## src/rtl/lis_pkg.sv

```systemverilog
// Shared types and the ordering rule for the linear insertion sorter.
package lis_pkg;

  typedef enum logic {FILL, DRAIN} lis_state_e;

  // Widest key the ordering helper handles; callers zero-extend narrower keys.
  localparam int LIS_MAX_W = 64;

  // 1 when key a must be placed ahead of key b. Equal keys never precede, so
  // arrival order is kept among duplicates.
  function automatic logic lis_before(input logic [LIS_MAX_W-1:0] a,
                                      input logic [LIS_MAX_W-1:0] b,
                                      input logic desc);
    return desc ? (a > b) : (a < b);
  endfunction

endpackage

```

## src/rtl/lis_cell.sv

```systemverilog
// One sorter cell: holds a key, inserts in one cycle, shifts toward cell 0 on drain.
// No internal backpressure; the parent gates ins_en/shift_en with its handshakes.
module lis_cell
  import lis_pkg::*;
#(
  parameter int DATA_W = 8
) (
  input  logic              clock,
  input  logic              reset,
  input  logic              ins_en,
  input  logic              shift_en,
  input  logic [DATA_W-1:0] ins_data,
  input  logic              desc,
  input  logic [DATA_W-1:0] left_data,
  input  logic              left_m,
  input  logic              left_valid,
  input  logic [DATA_W-1:0] right_data,
  input  logic              right_valid,
  output logic [DATA_W-1:0] data,
  output logic              valid,
  output logic              m
);

  assign m = !valid || lis_before(LIS_MAX_W'(ins_data), LIS_MAX_W'(data), desc);

  // A cell becomes valid only when its left neighbour already was, which keeps
  // the occupied cells contiguous from cell 0.
  always_ff @(posedge clock) begin
    if (reset) begin
      data  <= '0;
      valid <= 1'b0;
    end else if (ins_en) begin
      if (m) begin
        data  <= left_m ? left_data : ins_data;
        valid <= valid | left_valid;
      end
    end else if (shift_en) begin
      data  <= right_data;
      valid <= right_valid;
    end
  end

endmodule

```

## src/rtl/lis_stream_sorter.sv

```systemverilog
// Batch insertion sorter: fills sorted, then drains cell 0 first; first output the cycle after the last accept.
// in_ready low for the whole drain; out_* held while out_ready is low.
module lis_stream_sorter
  import lis_pkg::*;
#(
  parameter int DATA_W   = 8,
  parameter int LIS_SIZE = 16,
  parameter int CNT_W    = $clog2(LIS_SIZE + 1)
) (
  input  logic              clock,
  input  logic              reset,
  output logic              in_ready,
  input  logic              in_valid,
  input  logic [DATA_W-1:0] in_data,
  input  logic              in_last,
  input  logic              out_ready,
  output logic              out_valid,
  output logic [DATA_W-1:0] out_data,
  output logic              out_last,
  input  logic              cfg_descending,
  output logic [CNT_W-1:0]  count,
  output logic              busy
);

  logic [DATA_W-1:0]   c [LIS_SIZE];
  logic [LIS_SIZE-1:0] vld;
  logic [LIS_SIZE-1:0] m;
  lis_state_e          state, state_nxt;
  logic                mode;
  logic                ins_desc;
  logic                accept;
  logic                xfer;
  logic                unused_m_top;

  // The first element of a batch uses the live config; later ones the latched mode.
  assign ins_desc     = (count == '0) ? cfg_descending : mode;
  assign accept       = in_valid && in_ready;
  assign xfer         = out_valid && out_ready;
  assign unused_m_top = m[LIS_SIZE-1];

  for (genvar i = 0; i < LIS_SIZE; i++) begin : g_cell
    logic [DATA_W-1:0] left_data, right_data;
    logic              left_m, left_valid, right_valid;

    if (i == 0) begin : g_head
      assign left_data  = '0;
      assign left_m     = 1'b0;
      assign left_valid = 1'b1;
    end else begin : g_body
      assign left_data  = c[i-1];
      assign left_m     = m[i-1];
      assign left_valid = vld[i-1];
    end

    if (i == LIS_SIZE - 1) begin : g_tail
      assign right_data  = '0;
      assign right_valid = 1'b0;
    end else begin : g_inner
      assign right_data  = c[i+1];
      assign right_valid = vld[i+1];
    end

    lis_cell #(.DATA_W(DATA_W)) u_cell (
      .clock      (clock),
      .reset      (reset),
      .ins_en     (accept),
      .shift_en   (xfer),
      .ins_data   (in_data),
      .desc       (ins_desc),
      .left_data  (left_data),
      .left_m     (left_m),
      .left_valid (left_valid),
      .right_data (right_data),
      .right_valid(right_valid),
      .data       (c[i]),
      .valid      (vld[i]),
      .m          (m[i])
    );
  end

  always_ff @(posedge clock) begin
    if (reset) begin
      state <= FILL;
    end else begin
      state <= state_nxt;
    end
  end

  // Reaching full is treated as an implicit end of batch.
  always_comb begin
    state_nxt = state;
    case (state)
      FILL:  if (accept && (in_last || count == CNT_W'(LIS_SIZE - 1))) state_nxt = DRAIN;
      DRAIN: if (xfer && out_last) state_nxt = FILL;
      default: state_nxt = FILL;
    endcase
  end

  always_comb begin
    in_ready  = 1'b0;
    out_valid = 1'b0;
    busy      = 1'b0;
    case (state)
      FILL:  in_ready = !reset;
      DRAIN: begin
        busy      = 1'b1;
        out_valid = (count != '0);
      end
      default: ;
    endcase
    out_last = out_valid && (count == CNT_W'(1));
    out_data = out_valid ? c[0] : '0;
  end

  always_ff @(posedge clock) begin
    if (reset) begin
      count <= '0;
      mode  <= 1'b0;
    end else begin
      if (accept) begin
        count <= count + CNT_W'(1);
        if (count == '0) mode <= cfg_descending;
      end else if (xfer) begin
        count <= count - CNT_W'(1);
      end
    end
  end

endmodule
```

## config.mk

```make
export PLATFORM = sky130hd
export DESIGN_NAME = lis_stream_sorter
export DESIGN_NICKNAME = d
export VERILOG_FILES = /design/src/rtl/lis_pkg.sv /design/src/rtl/lis_cell.sv /design/src/rtl/lis_stream_sorter.sv
export SDC_FILE = /design/constraint.sdc
export NUM_CORES = 1
export LEC_CHECK = 0
export CAP_MARGIN = 20
export CORE_ASPECT_RATIO = 1.2
export CORE_MARGIN = 5
export CORE_UTILIZATION = 45
export CTS_BUF_LIST = sky130_fd_sc_hd__clkbuf_8
export DETAILED_ROUTE_END_ITERATION = 10
export GPL_TIMING_DRIVEN = 0
export PLACE_DENSITY_LB_ADDON = 0.12
export SLEW_MARGIN = 20
export SYNTH_ARGS = -nofsm -noshare
export SYNTH_HDL_FRONTEND = slang
export SYNTH_SLANG_ARGS = --single-unit
```

## constraint.sdc

```tcl
create_clock -name clock -period 3.3 [get_ports clock]
set_input_delay 0.33 -clock clock [delete_from_list [all_inputs] [get_ports clock]]
set_output_delay 0.33 -clock clock [all_outputs]
set_load 0.01 [all_outputs]
```

==> results of run 1 <==
==> logic make-up (layout without fill, tap and decap cells) <==
logic type | after synthesis | in the layout | share of synthesized area (%)
buffers and inverters | 223 | 293 | 7.287
AND/OR/NAND/NOR | 388 | 388 | 15.43
AO/OA/AOI/OAI | 498 | 498 | 30.64
flip-flops | 151 | 151 | 25.44
multiplexers | 75 | 75 | 6.898
XOR/XNOR | 4 | 4 | 0.2949
adder cells (fa/ha/maj) | 133 | 133 | 14.01
==> cell usage in the layout (no fill, tap or decap), types with 15 or more instances in the layout <==
| master | netlist | final |
|---|---|---|
| sky130_fd_sc_hd__a211oi_1 | 29 | 28 |
| sky130_fd_sc_hd__nand4_1 | 29 | 29 |
| sky130_fd_sc_hd__a21oi_1 | 95 | 94 |
| sky130_fd_sc_hd__nand2_1 | 120 | 116 |
| sky130_fd_sc_hd__nand2b_1 | 15 | 15 |
| sky130_fd_sc_hd__nand3_1 | 27 | 26 |
| sky130_fd_sc_hd__o21ai_1 | 14 | 15 |
| sky130_fd_sc_hd__a21o_1 | 18 | 18 |
| sky130_fd_sc_hd__clkdlybuf4s50_1 | 0 | 22 |
| sky130_fd_sc_hd__mux2_2 | 49 | 48 |
| sky130_fd_sc_hd__and2_1 | 22 | 22 |
| sky130_fd_sc_hd__nor2b_1 | 16 | 16 |
| sky130_fd_sc_hd__clkbuf_8 | 0 | 17 |
| sky130_fd_sc_hd__mux2i_1 | 22 | 21 |
| sky130_fd_sc_hd__a31oi_1 | 18 | 17 |
| sky130_fd_sc_hd__a221oi_1 | 78 | 78 |
| sky130_fd_sc_hd__inv_1 | 130 | 129 |
| sky130_fd_sc_hd__clkbuf_1 | 68 | 56 |
| sky130_fd_sc_hd__o21ai_0 | 58 | 57 |
| sky130_fd_sc_hd__dfxtp_1 | 151 | 151 |
| sky130_fd_sc_hd__nor2_1 | 101 | 101 |
| sky130_fd_sc_hd__buf_2 | 11 | 15 |
| sky130_fd_sc_hd__nor3_1 | 35 | 35 |
| sky130_fd_sc_hd__o22ai_1 | 30 | 29 |
| sky130_fd_sc_hd__ha_1 | 133 | 133 |
==> cells in the mapped netlist (6+ instances only) <==
master	n	area [um^2]
sky130_fd_sc_hd__mux2i_1	22	220.2
sky130_fd_sc_hd__o31ai_1	9	67.56
sky130_fd_sc_hd__a311oi_1	14	122.6
sky130_fd_sc_hd__o221a_1	13	146.4
sky130_fd_sc_hd__a2bb2oi_1	8	70.07
sky130_fd_sc_hd__mux2_2	49	551.8
sky130_fd_sc_hd__a21o_1	18	135.1
sky130_fd_sc_hd__nand2_1	120	450.4
sky130_fd_sc_hd__clkbuf_1	68	255.2
sky130_fd_sc_hd__nor3_1	35	175.2
sky130_fd_sc_hd__a221oi_1	78	683.2
sky130_fd_sc_hd__o221a_2	12	135.1
sky130_fd_sc_hd__buf_1	10	37.54
sky130_fd_sc_hd__o221ai_1	9	78.83
sky130_fd_sc_hd__dfxtp_1	151	3023
sky130_fd_sc_hd__a21oi_1	95	475.5
sky130_fd_sc_hd__a211o_1	6	52.55
sky130_fd_sc_hd__and2_1	22	137.6
sky130_fd_sc_hd__nor2_1	101	379.1
sky130_fd_sc_hd__o21ai_0	58	290.3
sky130_fd_sc_hd__nor2b_1	16	100.1
sky130_fd_sc_hd__nand2b_1	15	93.84
sky130_fd_sc_hd__o21a_1	9	67.56
sky130_fd_sc_hd__buf_2	11	55.05
sky130_fd_sc_hd__a211oi_1	29	217.7
sky130_fd_sc_hd__o2bb2ai_1	8	70.07
sky130_fd_sc_hd__inv_1	130	488.0
sky130_fd_sc_hd__or2_2	8	50.05
sky130_fd_sc_hd__nand3_1	27	135.1
sky130_fd_sc_hd__o211ai_1	14	105.1
sky130_fd_sc_hd__a32o_1	8	80.08
sky130_fd_sc_hd__o22ai_1	30	187.7
sky130_fd_sc_hd__nand4_1	29	181.4
sky130_fd_sc_hd__o21ai_1	14	70.07
sky130_fd_sc_hd__ha_1	133	1664
sky130_fd_sc_hd__a31oi_1	18	112.6
sky130_fd_sc_hd__a22o_1	7	61.31
==> worst min-delay path, stage by stage <==
cell and delay, ns:
sky130_fd_sc_hd__buf_2 0.23, sky130_fd_sc_hd__o221ai_1 0.21, sky130_fd_sc_hd__a31oi_1 0.05
==> power by group through the flow <==
stage	clock network [mW]	registers, mW	logic (mW)
2_1_floorplan	0	2.15	1.21
3_3_place_gp	0	2.23	1.69
3_5_place_dp	0	2.23	1.75
4_1_cts	1.50	2.19	1.78
5_1_grt	1.58	2.21	2.00
6_report	1.51	2.20	1.84
==> sequential cells by signal, indices dropped and copies added (netlist names) <==
| signal | flops |
|---|---|
| state | 1 |
| g_cell.u_cell.data | 128 |
| mode | 1 |
| g_cell.u_cell.valid | 16 |
| count | 5 |
==> metal layers <==
layer	global-route usage, %	routed length, um	share of wire, %
met4	16.84	2740	5.6
met1	39.73	19120	39
met5	0	0	0
met3	5.402	3830	7.9
met2	53.16	22990	47
==> stage by stage <==
stage	setup TNS, ns	std cells
2_1_floorplan	0	1472
3_3_place_gp	-155.56	1837
3_5_place_dp	-80.40	1845
4_1_cts	0	1880
5_1_grt	-0.5037	1877
6_report	0	1877
==> layout make-up <==
type / instances / share of cell area [%]
Inverter: 131 / 3.799
Clock buffer: 17 / 1.759
Clock inverter: 15 / 1.232
Timing Repair Buffer: 43 / 3.715
Buffer: 87 / 2.831
Tap cell: 335 / 3.151
Sequential cell: 151 / 22.72
Multi-Input combinational cell: 1098 / 60.79
==> timing repair <==
action | in CTS | in global routing
pin swaps | 2 | 0
gates resized for setup | 15 | 25
setup buffers | 3 | 2
setup endpoints to repair | 110 | 80
endpoints found under the hold margin | 0 | 0
==> worst min path at each step <==
stage,startpoint,to,slack [ns],cells past startpoint
floorplan,g_cell[15].u_cell.data[1]$_SDFFE_PP0P_,g_cell[15].u_cell.data[1]$_SDFFE_PP0P_,0.45,2
global placement,g_cell[15].u_cell.data[2]$_SDFFE_PP0P_,g_cell[15].u_cell.data[2]$_SDFFE_PP0P_,0.46,2
detailed placement,g_cell[15].u_cell.data[2]$_SDFFE_PP0P_,g_cell[15].u_cell.data[2]$_SDFFE_PP0P_,0.47,2
CTS,in_data[1],g_cell[0].u_cell.data[1]$_SDFFE_PP0P_,0.38,3
global route,in_data[1],g_cell[0].u_cell.data[1]$_SDFFE_PP0P_,0.40,3
finish,in_data[1],g_cell[0].u_cell.data[1]$_SDFFE_PP0P_,0.40,3
==> results.md, run 1 <==
| Group | Parameter | Reported |
|:---|:---|:---|
| sta | Worst slew pin tran | 0.9563 ns |
| global route | Maximum number of pins on one net before global-route repair | 21 |
| critical path | Number of stages on the worst setup path | 11 |
| critical path | Endpoint of the worst-slack reg-to-reg timing path | g_cell[1].u_cell.data[2]$_SDFFE_PP0P_ |
| synth | Main flop type after synthesis | sky130_fd_sc_hd__dfxtp_1 |
| die | Io pins | 31 |
| synth | Count of flip-flops with a built-in enable after synthesis | 0 |
| pwr | Peak supply drop | 0.0002132 V |
| synth | Synth async-reset ratio | 0% |
| die | Die Footprint | 29770 um^2 |
| global route | Wire length of the first global-routing pass | 72730 um |
| cts | Clock transition at the register clock pins on the worst setup and hold paths after CTS | 0.10 ns |
| cts | Source-to-sink clock delay at the later pin of the worst-skew pair | 0.50 ns |
| critical path | Crit path cell chain | dlygate4sd2_1, bufinv_8, ha_1, nor2b_1, o211a_1, o21ai_1, a31o_2, o21ai_1, and2_0, clkbuf_1, a221oi_1 |
| die | Number of standard-cell rows in the floorplan | 65 |
| cells and area | Inserted Diodes | 0 |
| synth | Cells after synthesis | 1472 |
| global route | Number of antenna violations at the first check in global routing | 0 |
| critical path | Worst-path maximum fanout | 17 |
| critical path | Buf/Inv on CP | 3 |
| sta | Slew Limit Fails | 0 |
| pwr | Net switching power of the design | 2.219 mW |
| critical path | CP delay by family, top | compound AO/OA/AOI/OAI gates |
| die | Core outline area | 26190 um^2 |
| detailed routing | DR vias | 12430 |
| critical path | Critical R2R Launch | count[0]$_SDFFE_PP0P_ |
| sta | Fmax | 307.1 MHz |
| synth | Post-synthesis average cell area | 8.072 um^2 |
| placed design | Weighted congestion reported at the end of routability-driven placement | 0.9852 |
| pwr | Cell Pwr Density | 417.3 nW/um^2 |
| synth | Library cells used by synthesis | 77 |
| critical path | Most frequent cell on the critical path | sky130_fd_sc_hd__o21ai_1 |
| cts | Clock buffer depth | 2 |
| cells and area | Finished Core Util | 50.80% |
| critical path | Crit path kind | in2reg |
| sta | Maximum clock skew at final layout | 0.02927 ns |
| critical path | Critical-path cell with the highest stage delay | sky130_fd_sc_hd__dlygate4sd2_1 |
| die | Overall die height | 188 um |
| detailed routing | Detailed-router iteration count before antenna repair | 6 |
| cells and area | Fin nets | 1676 |
| pwr | Clock Power Share | 27.2% |
| cts | Clock tree sinks | 151 |
| cells and area | Area of combinational cells with multiple inputs | 8088 um^2 |
| die | Floorplan die width | 158.3 um |
| sta | Endpoints failing hold | 0 |
| sta | Worst rel slew slack | 36.01% |
| worst hold path | Class of the worst hold path | in2reg |
| cells and area | Sequential standard cell area | 3023 um^2 |
| sta | Setup repair after global routing missed its margin | yes |
| pwr | Total Power | 5.552 mW |
| placed design | PortBufs | 30 |
| detailed routing | Total routed wirelength | 48690 um |
| critical path | Largest incremental delay on the critical path | 0.59 ns |
| global route | Vias in the first global route | 12110 |
| critical path | First element of the critical path | in_data[0] |
| pwr | Internal Pwr Total | 3.333 mW |
| cts | CTS H-Tree Depth | 4 |
| pwr | Fraction of power spent switching nets | 39.97% |
| critical path | Required time at the endpoint of the critical path | 3.61 ns |
| cells and area | Layout cell share with drive strength beyond 1 | 11.61% |
| placed design | Hpwl dp | 36700 um |
| detailed routing | DRT antenna net count | 0 |
| cts | Total of hold buffers inserted after clock tree synthesis | 0 |
| synth | Post-Syn Nets | 1619 |
| die | Starting density of the core | 45.37% |
| synth | Number of synthesized register bits | 151 |
| synth | YS warnings | 0 |
| global route | Grt ovf | 0 |
| sta | Final period util | 98.68% |
| detailed routing | Mean routed wirelength per cell | 25.94 um |
| cells and area | Finished Cell Area | 13300 um^2 |
| cts | Clock tree from TritonCTS | done |
| sta | Setup-failing EPs final | 0 |
| pwr | Static power due to leakage | 4.810 nW |
| detailed routing | Routed vias/inst | 6.623 |
| synth | Combined area of all synthesized cells | 11880 um^2 |
| critical path | Data arrival at the endpoint of the critical path | 3.57 ns |
| pwr | Gate power share | 33.2% |
| critical path | R2r setup slk | 0.08 ns |
| cts | Clock buffers created by TritonCTS | 17 |
| cells and area | FILL cells | 2591 |
| outcome | Run status | complete, no violations |
| flow run | Max-cap violations | 0 |
| detailed routing | Number of DRC violations after detailed routing | 0 |
| placed design | Setup slack after placement | -1.151 ns |
| sta | Final WS setup | 0.04350 ns |
| critical path | Sort of element at the start of the critical path | input port |
| cts | Clock tree root buffer cell | sky130_fd_sc_hd__clkbuf_8 |
| global route | Global routing usage summed across all routing layers | 32.19% |
| critical path | Length in cells of the worst reg-to-reg path | 10 |
| placed design | Cell area after placement | 12760 um^2 |
| critical path | Worst setup path endpoint | g_cell[7].u_cell.data[3]$_SDFFE_PP0P_ |
| cells and area | Area growth, synth to finish | 11.97% |
| synth | Sequential fraction of the synthesis area | 25.44% |
| pwr | Sequential share of power | 39.6% |
| detailed routing | Number of DRC violations after detailed-routing iteration 0 | 1227 |
| critical path | Type of element capturing the critical path | flop |
| sta | Time the worst path needs with I/O delays and setup | 3.256 ns |
| sta | Worst slack on hold paths | 0.4006 ns |
No activity file was read; power rests on OpenSTA's default activity.
==> inputs of run 2 (changes only) <==
--- a/config.mk
+++ b/config.mk
@@ -7,7 +7,7 @@
 export LEC_CHECK = 0
 export CAP_MARGIN = 20
 export CORE_ASPECT_RATIO = 1.2
-export CORE_MARGIN = 5
+export CORE_MARGIN = 2
 export CORE_UTILIZATION = 45
 export CTS_BUF_LIST = sky130_fd_sc_hd__clkbuf_8
 export DETAILED_ROUTE_END_ITERATION = 10
==> run 2 against run 1 <==
Core utilization is 0.30 points higher; count of clock-buffer cells in the layout stayed put; largest cell class unchanged; critical path type is now reg2reg; clock power is 9.9% higher; highest routed layer unchanged.
==> results.md, run 2 (synthesized netlist as in run 1, its figures left out) <==
| Group | Parameter | Reported |
|:---|:---|:---|
| critical path | R2r setup slk | 0.02 ns |
| cts | CTS H-Tree Depth | 4 |
| sta | Setup-failing EPs final | 0 |
| sta | Worst slew pin tran | 0.9875 ns |
| cts | Total of hold buffers inserted after clock tree synthesis | 0 |
| cells and area | Area growth, synth to finish | 12.29% |
| die | Core outline area | 26110 um^2 |
| cells and area | Most frequent cells in the layout | sky130_fd_sc_hd__dfxtp_1, sky130_fd_sc_hd__ha_1, sky130_fd_sc_hd__inv_1 |
| global route | Met1 track utilization from global routing | 42.26% |
| global route | Maximum number of pins on one net before global-route repair | 21 |
| cells and area | Biggest register | g_cell.u_cell.data |
| die | Floorplan die width | 152.3 um |
| cells and area | Fin nets | 1679 |
| die | Die Footprint | 27720 um^2 |
| cts | Clock transition at the register clock pins on the worst setup and hold paths after CTS | 0.11 ns |
| sta | Time the worst path needs with I/O delays and setup | 3.276 ns |
| detailed routing | Routed vias/inst | 6.663 |
| critical path | First element of the critical path | state$_SDFF_PP0_ |
| detailed routing | DR vias | 12540 |
| critical path | Required time at the endpoint of the critical path | 3.69 ns |
| detailed routing | Detailed-router iteration count before antenna repair | 6 |
| critical path | Endpoint of the worst-slack reg-to-reg timing path | g_cell[7].u_cell.data[5]$_SDFFE_PP0P_ |
| critical path | Worst-path maximum fanout | 10 |
| worst hold path | Class of the worst hold path | in2reg |
| pwr | Peak supply drop | 0.0002845 V |
| global route | Wire length of the first global-routing pass | 73030 um |
| pwr | Total Power | 5.700 mW |
| pwr | Static power due to leakage | 4.822 nW |
| detailed routing | Mean routed wirelength per cell | 25.87 um |
| sta | Worst slack on hold paths | 0.3736 ns |
| detailed routing | Number of DRC violations after detailed-routing iteration 0 | 1272 |
| global route | Vias in the first global route | 12230 |
| detailed routing | DRT antenna net count | 0 |
| sta | Worst rel slew slack | 34.17% |
| sta | Slew Limit Fails | 0 |
| critical path | Critical R2R Launch | state$_SDFF_PP0_ |
| cells and area | Number of flip-flops in the largest register | 128 |
| global route | Grt ovf | 0 |
| cts | Clock tree sinks | 151 |
| critical path | Length in cells of the worst reg-to-reg path | 6 |
| cells and area | FILL cells | 2601 |
| cts | Clock buffers created by TritonCTS | 17 |
| sta | Final WS setup | 0.02421 ns |
| critical path | Data arrival at the endpoint of the critical path | 3.67 ns |
| die | Starting density of the core | 45.51% |
| placed design | Weighted congestion reported at the end of routability-driven placement | 0.9855 |
| global route | Number of antenna violations at the first check in global routing | 0 |
| outcome | Run status | complete, no violations |
| die | Io pins | 31 |
| placed design | Setup slack after placement | -1.209 ns |
| sta | Total negative slack | 0 ns |
| sta | Fmax | 305.3 MHz |
| cts | Source-to-sink clock delay at the later pin of the worst-skew pair | 0.50 ns |
| cts | Clock buffer depth | 2 |
| cts | Clock tree from TritonCTS | done |
| global route | Met3 track demand over resource in global routing | 5.728% |
| critical path | Crit path kind | reg2reg |
| pwr | Cell Pwr Density | 427.3 nW/um^2 |
| critical path | Sort of element at the start of the critical path | flop |
| cells and area | Biggest regs | g_cell.u_cell.data (128), g_cell.u_cell.valid (16), count (5) |
| critical path | Type of element capturing the critical path | flop |
| global route | Global routing usage summed across all routing layers | 34.58% |
| die | Overall die height | 182 um |
| flow run | Max-cap violations | 0 |
| sta | Maximum clock skew at final layout | 0.02015 ns |
| sta | Endpoints failing hold | 0 |
| critical path | Worst setup path endpoint | g_cell[7].u_cell.data[5]$_SDFFE_PP0P_ |
| detailed routing | Number of DRC violations after detailed routing | 0 |
| cells and area | Layout cell share with drive strength beyond 1 | 11.52% |
| global route | Met2 capacity usage during global routing | 56.85% |
| worst hold path | Worst Hold Launch | in_data[3] |
| sta | Final period util | 99.27% |
| cells and area | Commonest non-fill, non-tap cell in the layout | sky130_fd_sc_hd__dfxtp_1 |
| placed design | PortBufs | 30 |
| detailed routing | Total routed wirelength | 48690 um |
| cts | Clock tree root buffer cell | sky130_fd_sc_hd__clkbuf_8 |
| placed design | Hpwl dp | 36400 um |
| global route | Grt peak-use layer | met2 |
| die | Number of standard-cell rows in the floorplan | 65 |
==> run 2: cell types whose count changed in the layout (fill, tap and decap cells not counted), sizes merged <==
cell / previous run / this run
buf: 40 / 38
diode: 0 / 2
inv: 136 / 140
bufinv: 2 / 4
clkinvlp: 0 / 1
clkinv: 8 / 1
clkbuf: 84 / 89
==> run 2: worst max-delay path, cell delays in order (launching register included) <==
cell	delay, ns
sky130_fd_sc_hd__dfxtp_1	0.39
sky130_fd_sc_hd__nor3b_2	0.45
sky130_fd_sc_hd__clkbuf_1	0.54
sky130_fd_sc_hd__clkbuf_1	0.48
sky130_fd_sc_hd__nand2_1	0.55
sky130_fd_sc_hd__mux2_1	0.52
sky130_fd_sc_hd__a221oi_1	0.23
==> run 2: layer usage <==
metal | up-vias | part of all wire (%)
li1 | 5670 | -
met2 | 690 | 46
met1 | 5989 | 40
met3 | 191 | 7.8
met5 | - | 0
met4 | 0 | 6.5
==> run 2: how the worst min path moves through the flow <==
stage	endpoint	cells after the start	slack [ns]
2_1_floorplan	g_cell[15].u_cell.data[1]$_SDFFE_PP0P_	2	0.45
3_3_place_gp	g_cell[15].u_cell.data[7]$_SDFFE_PP0P_	2	0.47
3_5_place_dp	g_cell[15].u_cell.data[5]$_SDFFE_PP0P_	2	0.47
4_1_cts	g_cell[15].u_cell.data[6]$_SDFFE_PP0P_	3	0.37
5_1_grt	g_cell[15].u_cell.data[6]$_SDFFE_PP0P_	3	0.40
6_report	g_cell[15].u_cell.data[3]$_SDFFE_PP0P_	3	0.37
==> run 2: cell type report <==
type / count / area, um^2 / area share (%)
multi-input combinational: 1098 / 8085 / 60.60
sequential: 151 / 3023 / 22.66
inverter: 131 / 505.5 / 3.789
timing repair buffer: 42 / 471.7 / 3.536
tap: 335 / 419.2 / 3.142
buffer: 91 / 399.1 / 2.992
clock buffer: 17 / 234.0 / 1.754
clock inverter: 15 / 198.9 / 1.491
antenna: 2 / 5.005 / 0.03751
==> run 2: power by group <==
part / internal [mW] / switching (mW)
clock: 0.780 / 0.880
sequential: 2.00 / 0.198
combinational: 0.700 / 1.14
==> run 2: per-stage QoR <==
step	area, um^2	cells	util, %
2_1_floorplan	11880	1472	-
6_report	13340	1882	51.10
3_3_place_gp	12600	1837	48.27
5_1_grt	13340	1880	51.09
3_5_place_dp	12750	1845	48.83
4_1_cts	13270	1881	50.82
==> run 2: what timing repair did <==
action | in CTS | in global routing
endpoints found under the hold margin | 0 | 0
endpoints found under the setup margin | 115 | 100
gates resized for setup | 13 | 32
pin swaps | 2 | 0
setup buffers | 4 | 0
==> inputs of run 3 (changes only) <==
--- a/config.mk
+++ b/config.mk
@@ -11,6 +11,7 @@
 export CORE_UTILIZATION = 45
 export CTS_BUF_LIST = sky130_fd_sc_hd__clkbuf_8
 export DETAILED_ROUTE_END_ITERATION = 10
+export GPL_ROUTABILITY_DRIVEN = 0
 export GPL_TIMING_DRIVEN = 0
 export PLACE_DENSITY_LB_ADDON = 0.12
 export SLEW_MARGIN = 20
==> run 3 against run 2 <==
The flow now finishes with violations (setup timing); clock skew increased by 0.0024 ns; non-clock buffer count decreased by 2; global-route usage fell by 0.14 points; count of clock-buffer cells in the layout is 1 higher; worst setup slack got worse by 0.039 ns; largest cell class unchanged.
==> results.md, run 3 (synthesized netlist as in run 1, its figures left out) <==
| Group | Parameter | Reported |
|:---|:---|:---|
| sta | Fmax | 301.7 MHz |
| sta | Slew Limit Fails | 0 |
| placed design | PortBufs | 30 |
| cts | Clock tree from TritonCTS | done |
| sta | Endpoints failing hold | 0 |
| die | Overall die height | 182 um |
| detailed routing | DR vias | 12600 |
| detailed routing | Routed vias/inst | 6.711 |
| sta | Final WS setup | -0.01443 ns |
| sta | Worst rel slew slack | 34.81% |
| cts | Clock transition at the register clock pins on the worst setup and hold paths after CTS | 0.10 ns |
| die | Number of standard-cell rows in the floorplan | 65 |
| sta | Setup repair after global routing missed its margin | yes |
| cells and area | Finished Cell Area | 13290 um^2 |
| placed design | Hpwl dp | 36580 um |
| detailed routing | Total routed wirelength | 48690 um |
| cells and area | Biggest regs | g_cell.u_cell.data (128), g_cell.u_cell.valid (16), count (5) |
| critical path | Critical R2R Launch | state$_SDFF_PP0_ |
| critical path | Worst-path maximum fanout | 10 |
| cells and area | Finished Core Util | 50.90% |
| cts | Total of hold buffers inserted after clock tree synthesis | 0 |
| outcome | Run status | finished, violations left |
| pwr | Fraction of power spent switching nets | 39.00% |
| critical path | First element of the critical path | reset |
| global route | Vias in the first global route | 12260 |
| detailed routing | Number of DRC violations after detailed routing | 0 |
| flow run | Max-cap violations | 0 |
| cells and area | Inserted Diodes | 0 |
| die | Starting density of the core | 45.51% |
| die | Io pins | 31 |
| cts | Clock tree root buffer cell | sky130_fd_sc_hd__clkbuf_8 |
| pwr | Static power due to leakage | 4.803 nW |
| cells and area | Fin nets | 1677 |
| pwr | Sequential share of power | 39.5% |
| cells and area | Most frequent cells in the layout | sky130_fd_sc_hd__dfxtp_1, sky130_fd_sc_hd__ha_1, sky130_fd_sc_hd__inv_1 |
| cts | Clock buffer depth | 2 |
| detailed routing | DRT antenna net count | 0 |
| critical path | Required time at the endpoint of the critical path | 3.69 ns |
| global route | Number of antenna violations at the first check in global routing | 0 |
| die | Floorplan die width | 152.3 um |
| global route | Maximum number of pins on one net before global-route repair | 20 |
| cts | Clock tree sinks | 151 |
| global route | Global routing usage summed across all routing layers | 34.45% |
| cells and area | Biggest register | g_cell.u_cell.data |
| sta | Final period util | 100.4% |
| detailed routing | Number of DRC violations after detailed-routing iteration 0 | 1237 |
| cells and area | Number of flip-flops in the largest register | 128 |
| detailed routing | Detailed-router iteration count before antenna repair | 7 |
| cells and area | Commonest non-fill, non-tap cell in the layout | sky130_fd_sc_hd__dfxtp_1 |
| die | Core outline area | 26110 um^2 |
| placed design | Setup slack after placement | -1.110 ns |
| detailed routing | Mean routed wirelength per cell | 25.93 um |
| worst hold path | Worst Hold Launch | in_data[2] |
| cts | Source-to-sink clock delay at the later pin of the worst-skew pair | 0.49 ns |
| cts | CTS H-Tree Depth | 4 |
| die | Die Footprint | 27720 um^2 |
| pwr | Peak supply drop | 0.0002541 V |
| sta | Total negative slack | -0.01443 ns |
| sta | Time the worst path needs with I/O delays and setup | 3.314 ns |
| placed design | Cell area after placement | 12750 um^2 |
| sta | Worst slew pin tran | 0.9779 ns |
| sta | Maximum clock skew at final layout | 0.02252 ns |
| pwr | Cell Pwr Density | 418.6 nW/um^2 |
| pwr | Gate power share | 33.2% |
| global route | Grt ovf | 0 |
| cells and area | Area growth, synth to finish | 11.85% |
| pwr | Internal Pwr Total | 3.394 mW |
| critical path | Crit path kind | in2reg |
| critical path | Type of element capturing the critical path | flop |
| global route | Wire length of the first global-routing pass | 73020 um |
| cells and area | Layout cell share with drive strength beyond 1 | 11.92% |
| pwr | Clock Power Share | 27.3% |
| sta | Setup-failing EPs final | 1 |
| worst hold path | Class of the worst hold path | in2reg |
| cts | Clock buffers created by TritonCTS | 17 |
| outcome | Violated checks | setup timing |
| pwr | Net switching power of the design | 2.169 mW |
| critical path | Sort of element at the start of the critical path | input port |
| critical path | Data arrival at the endpoint of the critical path | 3.70 ns |
==> run 3: cell types whose count changed in the layout (fill, tap and decap cells not counted), moves of 4 or more <==
cell,delta
sky130_fd_sc_hd__clkinv_4,+4
sky130_fd_sc_hd__clkbuf_1,-5
sky130_fd_sc_hd__inv_6,-6
sky130_fd_sc_hd__clkbuf_2,+4
sky130_fd_sc_hd__clkinv_2,+4
==> run 3: final cells by class <==
class / instances / area [um^2]
fillers: 2616 / 12820
plain buffers: 90 / 392.9
clock inverters: 14 / 148.9
inverters: 131 / 504.2
well taps: 335 / 419.2
repair buffers: 41 / 460.4
flip-flops and latches: 151 / 3023
clock buffers: 18 / 247.7
multi-input cells: 1098 / 8093
==> run 3: worst paths after layout <==
check	to	slack, ns	cells past startpoint
max	g_cell[13].u_cell.data[1]$_SDFFE_PP0P_	-0.01	8
min reg2reg	g_cell[15].u_cell.data[2]$_SDFFE_PP0P_	0.48	2
min	g_cell[15].u_cell.data[2]$_SDFFE_PP0P_	0.36	3
max reg2reg	g_cell[13].u_cell.data[1]$_SDFFE_PP0P_	-0.01	7
==> run 3: timing repair <==
| item | 4_1_cts | 5_1_grt |
|---|---|---|
| resized for setup | 14 | 42 |
| pin swaps | 2 | 1 |
| setup buffers | 3 | 0 |
| endpoints found under the setup margin | 114 | 90 |
==> run 3: power groups by stage <==
| stage | Clock (mW) | Sequential [mW] | Combinational [mW] |
|---|---|---|---|
| 2_1_floorplan | 0 | 2.15 | 1.21 |
| 3_3_place_gp | 0 | 2.23 | 1.69 |
| 3_5_place_dp | 0 | 2.23 | 1.75 |
| 4_1_cts | 1.52 | 2.19 | 1.78 |
| 5_1_grt | 1.59 | 2.21 | 2.01 |
| 6_report | 1.52 | 2.20 | 1.84 |
==> run 3: metrics by stage <==
step | power [mW] | hold slack [ns] | std cells
after floorplan | 3.363 | 0.4482 | 1472
after global placement | 3.923 | 0.4642 | 1837
after detailed placement | 3.979 | 0.4665 | 1845
after CTS | 5.488 | 0.3623 | 1880
after global routing | 5.814 | 0.4010 | 1878
final | 5.563 | 0.3601 | 1878
==> run 3: critical path, stage by stage <==
cell and delay, ns:
sky130_fd_sc_hd__clkdlybuf4s50_1 0.53, sky130_fd_sc_hd__nor3b_2 0.39, sky130_fd_sc_hd__buf_4 0.25, sky130_fd_sc_hd__buf_1 0.56, sky130_fd_sc_hd__clkbuf_2 0.47, sky130_fd_sc_hd__clkbuf_1 0.63, sky130_fd_sc_hd__nand3_1 0.22, sky130_fd_sc_hd__a311oi_1 0.30
==> run 3: routing by layer <==
metal	vias to the layer above	part of all wire [%]	track usage, %	wire length (um)
met1	6041	39	42.10	18920
met5	-	0	0	0
li1	5677	-	-	-
met3	206	9.1	5.632	4446
met4	0	6.3	21.61	3089
met2	680	46	56.52	22230
